===== config.mk =====
export PLATFORM = sky130hd
export DESIGN_NAME = lcd_frame_controller_flat
export DESIGN_NICKNAME = d
export VERILOG_FILES = /design/src/rtl/lcd_frame_controller_if.sv /design/src/rtl/lcd_frame_controller.sv /design/src/flat_wrapper.sv
export SDC_FILE = /design/constraint.sdc
export NUM_CORES = 1
export LEC_CHECK = 0
export CORE_UTILIZATION = 53
export DETAILED_ROUTE_END_ITERATION = 8
export PLACE_DENSITY = 0.88
export SYNTH_ARGS = -nofsm -noshare
export SYNTH_HDL_FRONTEND = slang
export SYNTH_SLANG_ARGS = --single-unit

===== constraint.sdc =====
create_clock -name iCLK -period 11.1 [get_ports iCLK]
set_input_delay 1.11 -clock iCLK [delete_from_list [all_inputs] [get_ports iCLK]]
set_output_delay 1.11 -clock iCLK [all_outputs]
set_load 0.05 [all_outputs]

===== src/rtl/lcd_frame_controller_if.sv =====
// SDRAM pixel read bus between the LCD frame controller and the frame store.
// master: issues oREAD_SDRAM_EN, receives iREAD_DATA RD_LAT cycles later.
interface lcd_frame_controller_if;
  logic        oREAD_SDRAM_EN;
  logic [31:0] iREAD_DATA;

  modport master (
    output oREAD_SDRAM_EN,
    input  iREAD_DATA
  );

  modport slave (
    input  oREAD_SDRAM_EN,
    output iREAD_DATA
  );
endinterface


===== src/rtl/lcd_frame_controller.sv =====
// LCD raster timing, source select (SDRAM/overlay/bars/solid) and load FSM.
// Ports: iCLK/iRST_n, iLoading/iMode/iSolid/iOVL_DATA in, sdram bus, video out.
module lcd_frame_controller #(
  parameter int H_ACTIVE = 800,
  parameter int H_BLANK  = 46,
  parameter int H_FP     = 210,
  parameter int V_ACTIVE = 480,
  parameter int V_BLANK  = 23,
  parameter int V_FP     = 22,
  parameter int PIX_W    = 8,
  parameter int RD_LAT   = 1
) (
  input  logic                 iCLK,
  input  logic                 iRST_n,
  input  logic                 iLoading,
  input  logic [1:0]           iMode,
  input  logic [3*PIX_W-1:0]   iSolid,
  input  logic [3*PIX_W-1:0]   iOVL_DATA,
  lcd_frame_controller_if.master sdram,
  output logic [10:0]          oX,
  output logic [9:0]           oY,
  output logic                 oNewFrame,
  output logic                 oEndFrame,
  output logic                 oHD,
  output logic                 oVD,
  output logic [PIX_W-1:0]     oLCD_R,
  output logic [PIX_W-1:0]     oLCD_G,
  output logic [PIX_W-1:0]     oLCD_B,
  output logic [1:0]           oState,
  output logic [15:0]          oFrameCnt
);

  localparam int H_LINE = H_BLANK + H_ACTIVE + H_FP;
  localparam int V_LINE = V_BLANK + V_ACTIVE + V_FP;

  localparam logic [10:0] H_LAST = 11'(H_LINE - 1);
  localparam logic [10:0] H_ON   = 11'(H_BLANK);
  localparam logic [10:0] H_OFF  = 11'(H_BLANK + H_ACTIVE);
  localparam logic [10:0] H_END  = 11'(H_BLANK + H_ACTIVE - 1);
  localparam logic [10:0] LAT    = 11'(RD_LAT);
  localparam logic [10:0] BAR_W  = 11'(H_ACTIVE / 8);

  localparam logic [9:0] V_LAST = 10'(V_LINE - 1);
  localparam logic [9:0] V_ON   = 10'(V_BLANK);
  localparam logic [9:0] V_OFF  = 10'(V_BLANK + V_ACTIVE);
  localparam logic [9:0] V_END  = 10'(V_BLANK + V_ACTIVE - 1);

  localparam logic [PIX_W-1:0] FULL = '1;
  localparam logic [PIX_W-1:0] HALF = PIX_W'(1 << (PIX_W - 1));

  typedef enum logic [1:0] {
    NO_DATA = 2'd0,
    LOADING = 2'd1,
    RUN     = 2'd2
  } state_t;

  typedef struct packed {
    logic               hd;
    logic               vd;
    logic [3*PIX_W-1:0] pix;
  } vid_t;

  localparam vid_t VID_RST = '{hd: 1'b0, vd: 1'b1, pix: '0};

  state_t state;
  state_t state_nx;

  logic [1:0]         mode;
  logic               new_frame;
  logic               h_act;
  logic               v_act;
  logic               act;
  logic [10:0]        x_req;
  logic               req_h;
  logic [10:0]        px;
  logic [10:0]        bar;
  logic [2:0]         bar_rgb;
  logic [3*PIX_W-1:0] bar_pix;
  logic [3*PIX_W-1:0] rd_pix;
  logic [3*PIX_W-1:0] pix;
  vid_t               s1;
  vid_t               s2;
  logic               unused_rd;

  // raster counters
  always_ff @(posedge iCLK or negedge iRST_n) begin
    if (!iRST_n) begin
      oX <= '0;
      oY <= '0;
    end else if (oX == H_LAST) begin
      oX <= '0;
      oY <= (oY == V_LAST) ? '0 : oY + 10'd1;
    end else begin
      oX <= oX + 11'd1;
    end
  end

  assign new_frame = (oX == '0) && (oY == '0);
  assign oNewFrame = new_frame;
  assign oEndFrame = (oX == H_END) && (oY == V_END);

  assign h_act = (oX >= H_ON) && (oX < H_OFF);
  assign v_act = (oY >= V_ON) && (oY < V_OFF);
  assign act   = h_act && v_act;

  // request leads the pixel by the read latency
  assign x_req = oX + LAT;
  assign req_h = (x_req >= H_ON) && (x_req < H_OFF);

  // mode and frame count only move at frame start
  always_ff @(posedge iCLK or negedge iRST_n) begin
    if (!iRST_n) begin
      mode      <= 2'd0;
      oFrameCnt <= '0;
    end else if (new_frame) begin
      mode      <= iMode;
      oFrameCnt <= oFrameCnt + 16'd1;
    end
  end

  always_ff @(posedge iCLK or negedge iRST_n) begin
    if (!iRST_n) state <= NO_DATA;
    else         state <= state_nx;
  end

  always_comb begin
    state_nx = state;
    case (state)
      NO_DATA: if (iLoading) state_nx = LOADING;
      LOADING: if (!iLoading && new_frame) state_nx = RUN;
      RUN:     if (iLoading && new_frame) state_nx = LOADING;
      default: state_nx = NO_DATA;
    endcase
  end

  always_comb begin
    oState               = state;
    sdram.oREAD_SDRAM_EN = (state == RUN) && (mode == 2'd0)
                           && req_h && v_act;
  end

  // bar index b: R=!b[1], G=!b[2], B=!b[0] gives W,Y,C,G,M,R,B,K
  assign px      = oX - H_ON;
  assign bar     = px / BAR_W;
  assign bar_rgb = (bar < 11'd8) ? {~bar[1], ~bar[2], ~bar[0]} : 3'b000;
  assign bar_pix = {{PIX_W{bar_rgb[2]}},
                    {PIX_W{bar_rgb[1]}},
                    {PIX_W{bar_rgb[0]}}};

  // MSB-aligned channels: keep the top PIX_W bits of each byte
  assign rd_pix = {sdram.iREAD_DATA[23 -: PIX_W],
                   sdram.iREAD_DATA[15 -: PIX_W],
                   sdram.iREAD_DATA[7 -: PIX_W]};
  assign unused_rd = ^sdram.iREAD_DATA;

  always_comb begin
    pix = '0;
    if (act) begin
      case (state)
        NO_DATA: pix = {3{FULL}};
        LOADING: pix = {3{HALF}};
        RUN: begin
          case (mode)
            2'd0:    pix = rd_pix;
            2'd1:    pix = iOVL_DATA;
            2'd2:    pix = bar_pix;
            default: pix = iSolid;
          endcase
        end
        default: pix = '0;
      endcase
    end
  end

  // two-stage video pipe keeps sync and colour aligned
  always_ff @(posedge iCLK or negedge iRST_n) begin
    if (!iRST_n) begin
      s1 <= VID_RST;
      s2 <= VID_RST;
    end else begin
      s1.hd  <= (oX != '0);
      s1.vd  <= (oY != '0);
      s1.pix <= pix;
      s2     <= s1;
    end
  end

  assign oHD    = s2.hd;
  assign oVD    = s2.vd;
  assign oLCD_R = s2.pix[3*PIX_W-1 -: PIX_W];
  assign oLCD_G = s2.pix[2*PIX_W-1 -: PIX_W];
  assign oLCD_B = s2.pix[PIX_W-1 -: PIX_W];

endmodule


===== src/flat_wrapper.sv =====
// flat-port wrapper written by rule: the top's interface ports become plain ports
module lcd_frame_controller_flat 
#(
  parameter int H_ACTIVE = 800,
  parameter int H_BLANK  = 46,
  parameter int H_FP     = 210,
  parameter int V_ACTIVE = 480,
  parameter int V_BLANK  = 23,
  parameter int V_FP     = 22,
  parameter int PIX_W    = 8,
  parameter int RD_LAT   = 1
)
  (iCLK, iRST_n, iLoading, iMode, iSolid, iOVL_DATA, oX, oY, oNewFrame, oEndFrame, oHD, oVD, oLCD_R, oLCD_G, oLCD_B, oState, oFrameCnt, sdram_oREAD_SDRAM_EN, sdram_iREAD_DATA);
  lcd_frame_controller_if sdram_i ();
  input  logic iCLK;
  input  logic iRST_n;
  input  logic iLoading;
  input  logic [1:0] iMode;
  input  logic [3*PIX_W-1:0] iSolid;
  input  logic [3*PIX_W-1:0] iOVL_DATA;
  output logic [10:0] oX;
  output logic [9:0] oY;
  output logic oNewFrame;
  output logic oEndFrame;
  output logic oHD;
  output logic oVD;
  output logic [PIX_W-1:0] oLCD_R;
  output logic [PIX_W-1:0] oLCD_G;
  output logic [PIX_W-1:0] oLCD_B;
  output logic [1:0] oState;
  output logic [15:0] oFrameCnt;
  output wire logic [$bits(sdram_i.oREAD_SDRAM_EN)-1:0] sdram_oREAD_SDRAM_EN;
  input wire logic [$bits(sdram_i.iREAD_DATA)-1:0] sdram_iREAD_DATA;
  assign sdram_oREAD_SDRAM_EN = sdram_i.oREAD_SDRAM_EN;
  assign sdram_i.iREAD_DATA = sdram_iREAD_DATA;
  lcd_frame_controller #(.H_ACTIVE(H_ACTIVE), .H_BLANK(H_BLANK), .H_FP(H_FP), .V_ACTIVE(V_ACTIVE), .V_BLANK(V_BLANK), .V_FP(V_FP), .PIX_W(PIX_W), .RD_LAT(RD_LAT)) u_core (.iCLK(iCLK), .iRST_n(iRST_n), .iLoading(iLoading), .iMode(iMode), .iSolid(iSolid), .iOVL_DATA(iOVL_DATA), .sdram(sdram_i), .oX(oX), .oY(oY), .oNewFrame(oNewFrame), .oEndFrame(oEndFrame), .oHD(oHD), .oVD(oVD), .oLCD_R(oLCD_R), .oLCD_G(oLCD_G), .oLCD_B(oLCD_B), .oState(oState), .oFrameCnt(oFrameCnt));
endmodule

==> results of run 1 <==
==> through the flow <==
stage                     setup WS [ns]  cell area [µm²]  instances
after global placement             6.33             7210        869
final                              6.09             7470        885
after CTS                          6.17             7470        885
after detailed placement           6.29             7210        869
after floorplan                    6.94             5720        616
after global routing               5.67             7470        885
==> power by group through the flow <==
stage	clock [mW]	sequential (mW)	combinational (mW)
final	0.291	0.341	0.0529
after CTS	0.295	0.341	0.0530
after global placement	0	0.347	0.0502
after floorplan	0	0.346	0.0160
after detailed placement	0	0.347	0.0523
after global routing	0.310	0.341	0.0565
==> area by class of cell <==
type                       count  share of cell area [%]
clock inverter                 4                    1.61
clock buffer                  12                    1.94
inverter                      12                   0.603
tap                          136                    2.28
multi-input combinational    480                    42.8
timing repair buffer         148                    19.7
sequential                    93                    31.2
==> cells by family after synthesis <==
logic type | after synthesis
mux | 28
buf+inv | 43
fa+ha+maj | 11
flops | 93
xor+xnor | 46
compound gates | 171
simple gates | 224
==> Yosys cell counts (3+ instances only) <==
cell,number
nor3_1,16
and4_1,3
o211a_1,3
buf_2,4
nor2b_1,5
nand4_1,10
dfrtp_1,91
nor3b_1,3
nand3_1,24
inv_1,12
and2_1,7
xor2_1,11
o21ai_1,3
nand3b_1,3
o22ai_1,7
a211oi_1,10
a21o_1,7
mux2i_1,22
a21oi_1,44
a22o_1,3
xnor2_1,35
o211ai_1,14
buf_1,6
o21ai_0,26
and3_1,8
o31ai_1,8
nor4_1,7
or4_1,3
clkbuf_1,15
nand2_1,60
nor2_1,57
nand2b_1,4
ha_1,10
a31oi_1,7
buf_4,4
mux2_2,6
==> metal layers <==
metal  vias up  share of wire, %  global-route usage (%)
li1       2516                 -                       -
met1      2671                42                    39.5
met2       249                50                    51.5
met3        39               6.1                    5.33
met4         0               2.5                    10.6
met5         -                 0                       0
==> critical path: stages, from the launching register on <==
cell	delay (ns)
dfrtp_1	0.58
ha_1	0.48
a21oi_2	0.20
o21ai_1	0.41
nand3_1	0.32
a221oi_4	0.52
o211ai_1	0.27
a21oi_1	0.43
o31a_1	0.48
nor3_1	0.10
o21ai_0	0.35
and4_1	0.46
o31ai_1	0.14
a21oi_1	0.20
==> final timing paths <==
kind                                    startpoint                  endpoint  cells after the start
hold / removal             u_core.s1[25]$_DFF_PN0_      u_core.oHD$_DFF_PN0_                      0
setup reg to reg            u_core.oX[2]$_DFF_PN0_    u_core.s1[6]$_DFF_PN0_                     13
max in group asynchronous                   iRST_n    u_core.s1[9]$_DFF_PN0_                      2
setup / recovery            u_core.oX[2]$_DFF_PN0_    u_core.s1[6]$_DFF_PN0_                     13
hold reg to reg            u_core.s1[25]$_DFF_PN0_      u_core.oHD$_DFF_PN0_                      0
min in group asynchronous                   iRST_n  u_core.oY[8]$_DFFE_PN0N_                      1
==> placed cells by master (no fill, tap or decap), types with 14 or more instances in the layout <==
cell type / Yosys / routed
nand3_1: 24 / 24
dfrtp_1: 91 / 91
nor3_1: 16 / 16
o211ai_1: 14 / 14
mux2i_1: 22 / 22
xnor2_1: 35 / 35
clkdlybuf4s50_1: 0 / 143
o21ai_0: 26 / 26
a21oi_1: 44 / 44
nor2_1: 57 / 57
nand2_1: 60 / 60
==> sequential cells by signal, summed over array words and instances (netlist names), 8 cells and up <==
| name | count |
|---|---|
| u_core.s1 | 26 |
| u_core.oFrameCnt | 16 |
| u_core.oX | 11 |
| u_core.oY | 10 |
| u_core.oLCD_B | 8 |
| u_core.oLCD_G | 8 |
| u_core.oLCD_R | 8 |
==> qor.csv, run 1 <==
metric,value,unit
status,"complete, no violations",
Clock Path Buffers,2,
drt total wl,16900,µm
initial antenna violation count,0,
Placeable Area,0.0104,mm²
DRT iter0 DRCs,390,
hold slack,0.347,ns
clock root cell,clkbuf_8,
Setup Buffers After CTS,0,
hold buffer count at CTS,0,
ANT cells,0,
Switching Power,0.136,mW
die area,0.0112,mm²
Detail Route Antenna Nets,0,
Rel. slew slack,34.4,%
Die Width,106,µm
Die Y,106,µm
FF/Latch Area,0.00233,mm²
DR vias,5475,
Total GRT Usage,30.5,%
first-pass GRT wire length,26900,µm
overall power,0.685,mW
CTS H-Tree Depth,3,
min Tclk post-route,5.01,ns
mux cell area share after synthesis,5.03,%
Synth top area share,39.8,%
Post-Syn Instances,616,
Congestion Overflow GR,0,
number of buffers added on ports,144,
critical path class,reg2reg,
Startpoint Class,flip-flop,
FILL cells,713,
Crit path arrival time,5.29,ns
R2R Setup Slk,6.09,ns
"Net Count, Synth",711,
Synth-to-Final Area Change,30.6,%
Avg Inst Size Synth,9.29,µm²
Max VDD drop,0.0641,mV
Resize count post-CTS,0,
combinational group share of total power,7.7,%
Layout Nets,839,
dpl hpwl,12100,µm
P_leak,3.09,nW
largest net degree at the start of global routing,79,
DRT Pass-1 Iters,5,
"Warnings, synthesis",0,
Post-synth EDFFs,0,
Main synth FF type,dfrtp_1,
clock-pin slew on the worst setup and hold paths,0.09,ns
XOR/XNOR share of the synthesized area,7.04,%
Switching Fraction,19.9,%
Initial Utilization,54.9,%
Setup-failing EPs final,0,
Post-Synth Adder-Cell Area,2.36,%
Max Clk Rate,200,MHz
max_cap viols,0,
Multi-input gate area,0.00320,mm²
area share of and/or/nand/nor cells after synthesis,19.5,%
vias in the first global route,5242,
"flops & latches, synth",93,
complex-gate fraction of the synthesized area,21.9,%
Pwr Density,91.6,mW/mm²
CTS tree,done,
gpl congestion,0.981,
Layout Skew,0.0132,ns
max-slew violation count,0,
Seq pwr share,49.7,%
"Period Utilization, post-route",45.1,%
Avg WL per Cell,19.1,µm
CP endpoint kind,flip-flop,
Worst-Margin Slew,0.984,ns
Yosys cell types,82,
setup TNS,0,ns
Final Hold Viols,0,
CTS buffer count,9,
vias per cell,6.19,
CP max FO,12,
Synth async-reset ratio,100,%
worst min path class,reg2reg,
Rows,37,
worst skew pair latency,0.36,ns
sequential area share after synthesis,40.7,%
RSZ-0062 raised after global routing,false,
Synth area leaders,"dfrtp_1, xnor2_1, nand2_1",
Remaining DRCs,0,
mapped cell area,0.00572,mm²
clock network power share,42.5,%
largest family of logic cells by synthesized area,compound AO/OA/AOI/OAI gates,
layout cells sized above 1,6.94,%
Internal,0.548,mW
"area leader, netlist",dfrtp_1,
I/O pin total,153,
"Core Util, Final",71.8,%
CTS Sinks,93,
WP data required,11.38,ns
No activity file was read; power rests on OpenSTA's default activity.
==> run 2: changes to the inputs <==
Settings changed: CORE_UTILIZATION 53 to 49, PLACE_DENSITY 0.88 to 0.83.
Clock period 11.1 ns to 4.8 ns, I/O delays scaled along.
==> qor.csv, run 2 (synthesized netlist as in run 1, its figures left out) <==
metric,value,unit,change
Placeable Area,0.0114,mm²,+9.6%
Rows,39,,+5.4%
die area,0.0121,mm²,+8.0%
Setup Buffers After CTS,0,,unchanged
ANT cells,0,,unchanged
Crit path arrival time,4.70,ns,-0.59 ns
min Tclk post-route,4.48,ns,-0.528 ns
WP data required,5.02,ns,-6.36 ns
largest net degree at the start of global routing,75,,-5.1%
max-slew violation count,0,,unchanged
clock root cell,clkbuf_16,,
DRT iter0 DRCs,557,,+43%
vias per cell,6.09,,-1.5%
max FFs per register,26,,unchanged
RR Endpoint,u_core.s1[7]$_DFF_PN0_,,
critical path depth,14,,+1
max_cap viols,0,,unchanged
top flop regs,"u_core.s1 x26, u_core.oFrameCnt x16, u_core.oX x11",,
critical path class,reg2reg,,
Die Y,110,µm,+3.9%
initial antenna violation count,0,,unchanged
crit path buf inv count,0,,unchanged
Die Width,110,µm,+3.9%
"most common cell after layout, fill and taps aside",clkdlybuf4s50_1,,
DR vias,5521,,+0.84%
CP endpoint,u_core.s1[7]$_DFF_PN0_,,
Finished Cell Area,0.00764,mm²,+2.2%
Synth-to-Final Area Change,33.5,%,
Layout Nets,853,,+1.7%
Avg WL per Cell,18.5,µm,-3.0%
dpl hpwl,12300,µm,+2.1%
drt total wl,16700,µm,-0.71%
I/O pin total,153,,unchanged
Startpoint Class,flip-flop,,
Worst R2R Path Depth,14,,+1
layout cells sized above 1,9.31,%,+2.4 points
Rel. slew slack,36.2,%,+1.8 points
CTS Sinks,93,,unchanged
slowest CP cell,dfrtp_1,,
Top Family by Delay on Critical Path,compound AO/OA/AOI/OAI gates,,
"Core Util, Final",66.9,%,-4.9 points
DRT Pass-1 Iters,5,,unchanged
Setup-failing EPs final,0,,unchanged
Final Hold Viols,0,,unchanged
CP max FO,10,,-2
Congestion Overflow GR,0,,unchanged
Reg with most FFs,u_core.s1,,
Worst-Margin Slew,0.957,ns,-0.0272 ns
CTS H-Tree Depth,3,,unchanged
worst skew pair latency,0.35,ns,about the same
first-pass GRT wire length,25800,µm,-4.0%
P_leak,3.17,nW,+2.8%
Remaining DRCs,0,,unchanged
hold slack,0.000531,ns,-0.347 ns
number of buffers added on ports,144,,unchanged
clock-pin slew on the worst setup and hold paths,0.07,ns,-0.02 ns
worst min path class,in2async,,
Clock Path Buffers,2,,unchanged
Worst Setup SP,u_core.oX[2]$_DFF_PN0_,,
Detail Route Antenna Nets,0,,unchanged
Initial Utilization,50.1,%,-4.8 points
Layout Skew,0.00834,ns,-0.00484 ns
Critical R2R Launch,u_core.oX[2]$_DFF_PN0_,,
max incr delay on CP,0.58,ns,about the same
CP Cell Sequence,"ha_1, a21oi_2, o21ai_1, nand3_1, a221oi_4, o211ai_1, a32oi_1, nor2_1, o31a_2, nor4_1, or2_1, o221ai_2, a221oi_2, nor3b_2",,
most frequent cells in the layout,"clkdlybuf4s50_1, dfrtp_1, nand2_1",,
overall power,1.64,mW,+140%
R2R Setup Slk,0.32,ns,-5.77 ns
CTS tree,done,,
Pwr Density,214,mW/mm²,+130%
vias in the first global route,5260,,+0.34%
Placed Area,0.00732,mm²,+1.6%
gpl congestion,0.941,,-4.1%
status,"complete, no violations",,
"Period Utilization, post-route",93.3,%,+48 points
Total GRT Usage,27.6,%,-2.9 points
CTS buffer count,9,,unchanged
Max VDD drop,0.241,mV,+280%
CP endpoint kind,flip-flop,,
Max Clk Rate,223,MHz,+12%
run 2: cell count changes in the layout (fill, tap and decap cells not counted), moves of 3 or more:
cell / previous run / this run
bufinv_16: 4 / 1
clkbuf_16: 0 / 9
buf_4: 5 / 19
clkbuf_8: 10 / 0
run 2: repair_timing:
item / in CTS / in global routing
resized for setup: 0 / 3
hold buffers: 0 / 0
endpoints found under the setup margin: 0 / 16
run 2: layer usage:
metal / wire [µm] / global-route usage (%) / vias up / share of wire, %
met5: 0 / 0 / - / 0
met3: 1290 / 5.94 / 41 / 7.7
met4: 553 / 11.5 / 0 / 3.3
met1: 6750 / 33.9 / 2676 / 40
li1: - / - / 2536 / -
met2: 8140 / 46.7 / 268 / 49
run 2: cell type report:
| class | count | area, µm² |
|---|---|---|
| flip-flops and latches | 93 | 2330 |
| inverters | 12 | 45.0 |
| well taps | 143 | 179 |
| clock buffers | 9 | 225 |
| clock inverters | 7 | 82.6 |
| multi-input cells | 480 | 3200 |
| repair buffers | 162 | 1570 |
| fillers | 878 | 3780 |
run 2: power by group:
group | internal, mW | switching (mW) | total [mW]
Sequential | 0.784 | 0.00397 | 0.788
Clock | 0.412 | 0.315 | 0.727
Combinational | 0.0712 | 0.0516 | 0.123
Total | 1.27 | 0.371 | 1.64
run 2: worst min path at each step:
stage                                        from                         endpoint  cells after the start
after global placement    u_core.s1[18]$_DFF_PN0_       u_core.oLCD_R[2]$_DFF_PN0_                      0
after global routing                       iRST_n  u_core.oFrameCnt[6]$_DFFE_PN0P_                      1
after CTS                                  iRST_n  u_core.oFrameCnt[8]$_DFFE_PN0P_                      1
after detailed placement   u_core.s1[1]$_DFF_PN0_       u_core.oLCD_B[1]$_DFF_PN0_                      0
final                                      iRST_n         u_core.oY[6]$_DFFE_PN0N_                      1
after floorplan                            iRST_n       u_core.mode[0]$_DFFE_PN0P_                      0
run 2: metrics by stage:
stage	worst slack, ns	setup TNS, ns	cells
after global routing	-0.0202	-0.0238	906
after global placement	0.392	0	890
after CTS	0.202	0	906
final	0.321	0	906
after detailed placement	0.239	0	890
after floorplan	0.638	0	616
==> run 3: changes to the inputs <==
Settings changed: CORE_UTILIZATION 49 to 53, PLACE_DENSITY 0.83 to 0.88.
Clock period 4.8 ns to 5.8 ns, I/O delays scaled along.
==> qor.csv, run 3 (synthesized netlist as in run 1, its figures left out) <==
metric,value,unit,change
gpl congestion,0.964,,+2.5%
FF/Latch Area,0.00233,mm²,about the same
wire length on met2,7990,µm,-1.9%
vias in the first global route,5156,,-2.0%
status,"complete, no violations",,
CTS H-Tree Depth,3,,unchanged
combinational group share of total power,8.5,%,+1.0 points
Synth-to-Final Area Change,29.2,%,
Worst-Margin Slew,1.14,ns,+0.182 ns
most frequent cells in the layout,"clkdlybuf4s50_1, dfrtp_1, nand2_1",,
drt total wl,16300,µm,-2.4%
vias per cell,6.16,,+1.1%
top routing layer in use,met4,,
initial antenna violation count,0,,unchanged
DR vias,5447,,-1.3%
Routed met3 length,988,µm,-24%
Die Width,106,µm,-3.8%
Die Y,106,µm,-3.8%
Resize count post-CTS,0,,unchanged
Max Clk Rate,199,MHz,-11%
Setup-failing EPs final,0,,unchanged
"Period Utilization, post-route",86.8,%,-6.6 points
Max VDD drop,0.103,mV,-57%
Remaining DRCs,0,,unchanged
Seq pwr share,56.1,%,+8.0 points
Startpoint Class,flip-flop,,
min Tclk post-route,5.03,ns,+0.553 ns
Setup Buffers After CTS,0,,unchanged
CTS Sinks,93,,unchanged
setup TNS,0,ns,unchanged
Internal,0.873,mW,-31%
number of buffers added on ports,144,,unchanged
critical path class,reg2reg,,
P_leak,3.04,nW,-4.1%
CTS buffer count,9,,unchanged
Multi-input gate area,0.00320,mm²,-0.16%
Avg WL per Cell,18.5,µm,about the same
max_cap viols,0,,unchanged
clock-pin slew on the worst setup and hold paths,0.11,ns,+0.04 ns
dpl hpwl,11900,µm,-3.0%
"Core Util, Final",71.0,%,+4.1 points
I/O pin total,153,,unchanged
Pwr Density,157,mW/mm²,-27%
Switching Power,0.290,mW,-22%
Clock Path Buffers,2,,unchanged
FILL cells,771,,-12%
DRT iter0 DRCs,372,,-33%
placed cells,868,,-2.5%
worst skew pair latency,0.36,ns,about the same
Layout Skew,0.0208,ns,+0.0125 ns
Crit path arrival time,5.28,ns,+0.58 ns
Switching Fraction,24.9,%,+2.3 points
CTS tree,done,,
DRT Pass-1 Iters,5,,unchanged
top flop regs,"u_core.s1 x26, u_core.oFrameCnt x16, u_core.oX x11",,
Detail Route Antenna Nets,0,,unchanged
Congestion Overflow GR,0,,unchanged
CP max FO,12,,+2
Placeable Area,0.0104,mm²,-8.8%
Rel. slew slack,24.1,%,-12 points
RSZ-0062 raised after global routing,false,,
CP endpoint kind,flip-flop,,
overall power,1.16,mW,-29%
hold buffer count at CTS,0,,unchanged
Total GRT Usage,29.2,%,+1.7 points
max FFs per register,26,,unchanged
die area,0.0112,mm²,-7.4%
largest net degree at the start of global routing,94,,+25%
"most common cell after layout, fill and taps aside",clkdlybuf4s50_1,,
Final Hold Viols,0,,unchanged
Initial Utilization,54.9,%,+4.8 points
Layout Cells excl Fill,884,,-2.4%
WP data required,6.04,ns,+1.02 ns
clock network power share,35.5,%,-8.9 points
met1 WL,6890,µm,+2.2%
Layout Nets,838,,-1.8%
Rows,37,,-5.1%
ANT cells,0,,unchanged
first-pass GRT wire length,26000,µm,+0.59%
max-slew violation count,0,,unchanged
Reg with most FFs,u_core.s1,,
clock root cell,clkbuf_8,,
hold slack,0.344,ns,+0.343 ns
worst min path class,reg2reg,,
layout cells sized above 1,7.09,%,-2.2 points
## run 3: layout make-up
cell class	count	share of cell area, %
inverter	12	0.609
clock inverter	7	0.931
sequential	93	31.5
multi-input combinational	480	43.2
tap	136	2.30
timing repair buffer	147	19.8
clock buffer	9	1.68
## run 3: per-layer routing
layer | track usage, % | up-vias
met1 | 39.1 | 2640
li1 | - | 2514
met5 | 0 | -
met2 | 48.8 | 254
met4 | 11.4 | 0
met3 | 3.31 | 39
## run 3: critical path, stage by stage (launching register included)
cell and delay, ns:
dfrtp_1 0.53, ha_1 0.43, a21oi_2 0.39, o21ai_1 0.24
xnor2_1 0.50, a31oi_1 0.31, nor2_1 0.43, a21oi_1 0.23
o31ai_2 0.67, a21boi_0 0.23, nor3_1 0.26, a32oi_2 0.27
a221oi_2 0.33, nor3b_2 0.08
## run 3: power groups by stage
stage	sequential, mW	combinational, mW	clock [mW]
after global routing	0.652	0.106	0.449
after floorplan	0.662	0.0306	0
after detailed placement	0.665	0.0983	0
after CTS	0.652	0.100	0.415
final	0.652	0.0987	0.412
after global placement	0.664	0.0954	0
## run 3: through the flow
stage                     cell area (µm²)  setup slack (ns)
after global routing                 7390             0.387
after CTS                            7390             0.918
after floorplan                      5720              1.64
after global placement               7200              1.08
after detailed placement             7200             0.953
final                                7390             0.767
## run 3: final timing paths
check	startpoint	slack, ns	endpoint	cells after the start
worst max-delay path	u_core.oX[1]$_DFF_PN0_	0.77	u_core.s1[7]$_DFF_PN0_	13
worst min-delay path	u_core.s1[20]$_DFF_PN0_	0.34	u_core.oLCD_R[4]$_DFF_PN0_	0
worst max register to register	u_core.oX[1]$_DFF_PN0_	0.77	u_core.s1[7]$_DFF_PN0_	13
worst min register to register	u_core.s1[20]$_DFF_PN0_	0.34	u_core.oLCD_R[4]$_DFF_PN0_	0
max in group asynchronous	iRST_n	4.64	u_core.oLCD_B[0]$_DFF_PN0_	1
min in group asynchronous	iRST_n	0.41	u_core.oY[8]$_DFFE_PN0N_	1
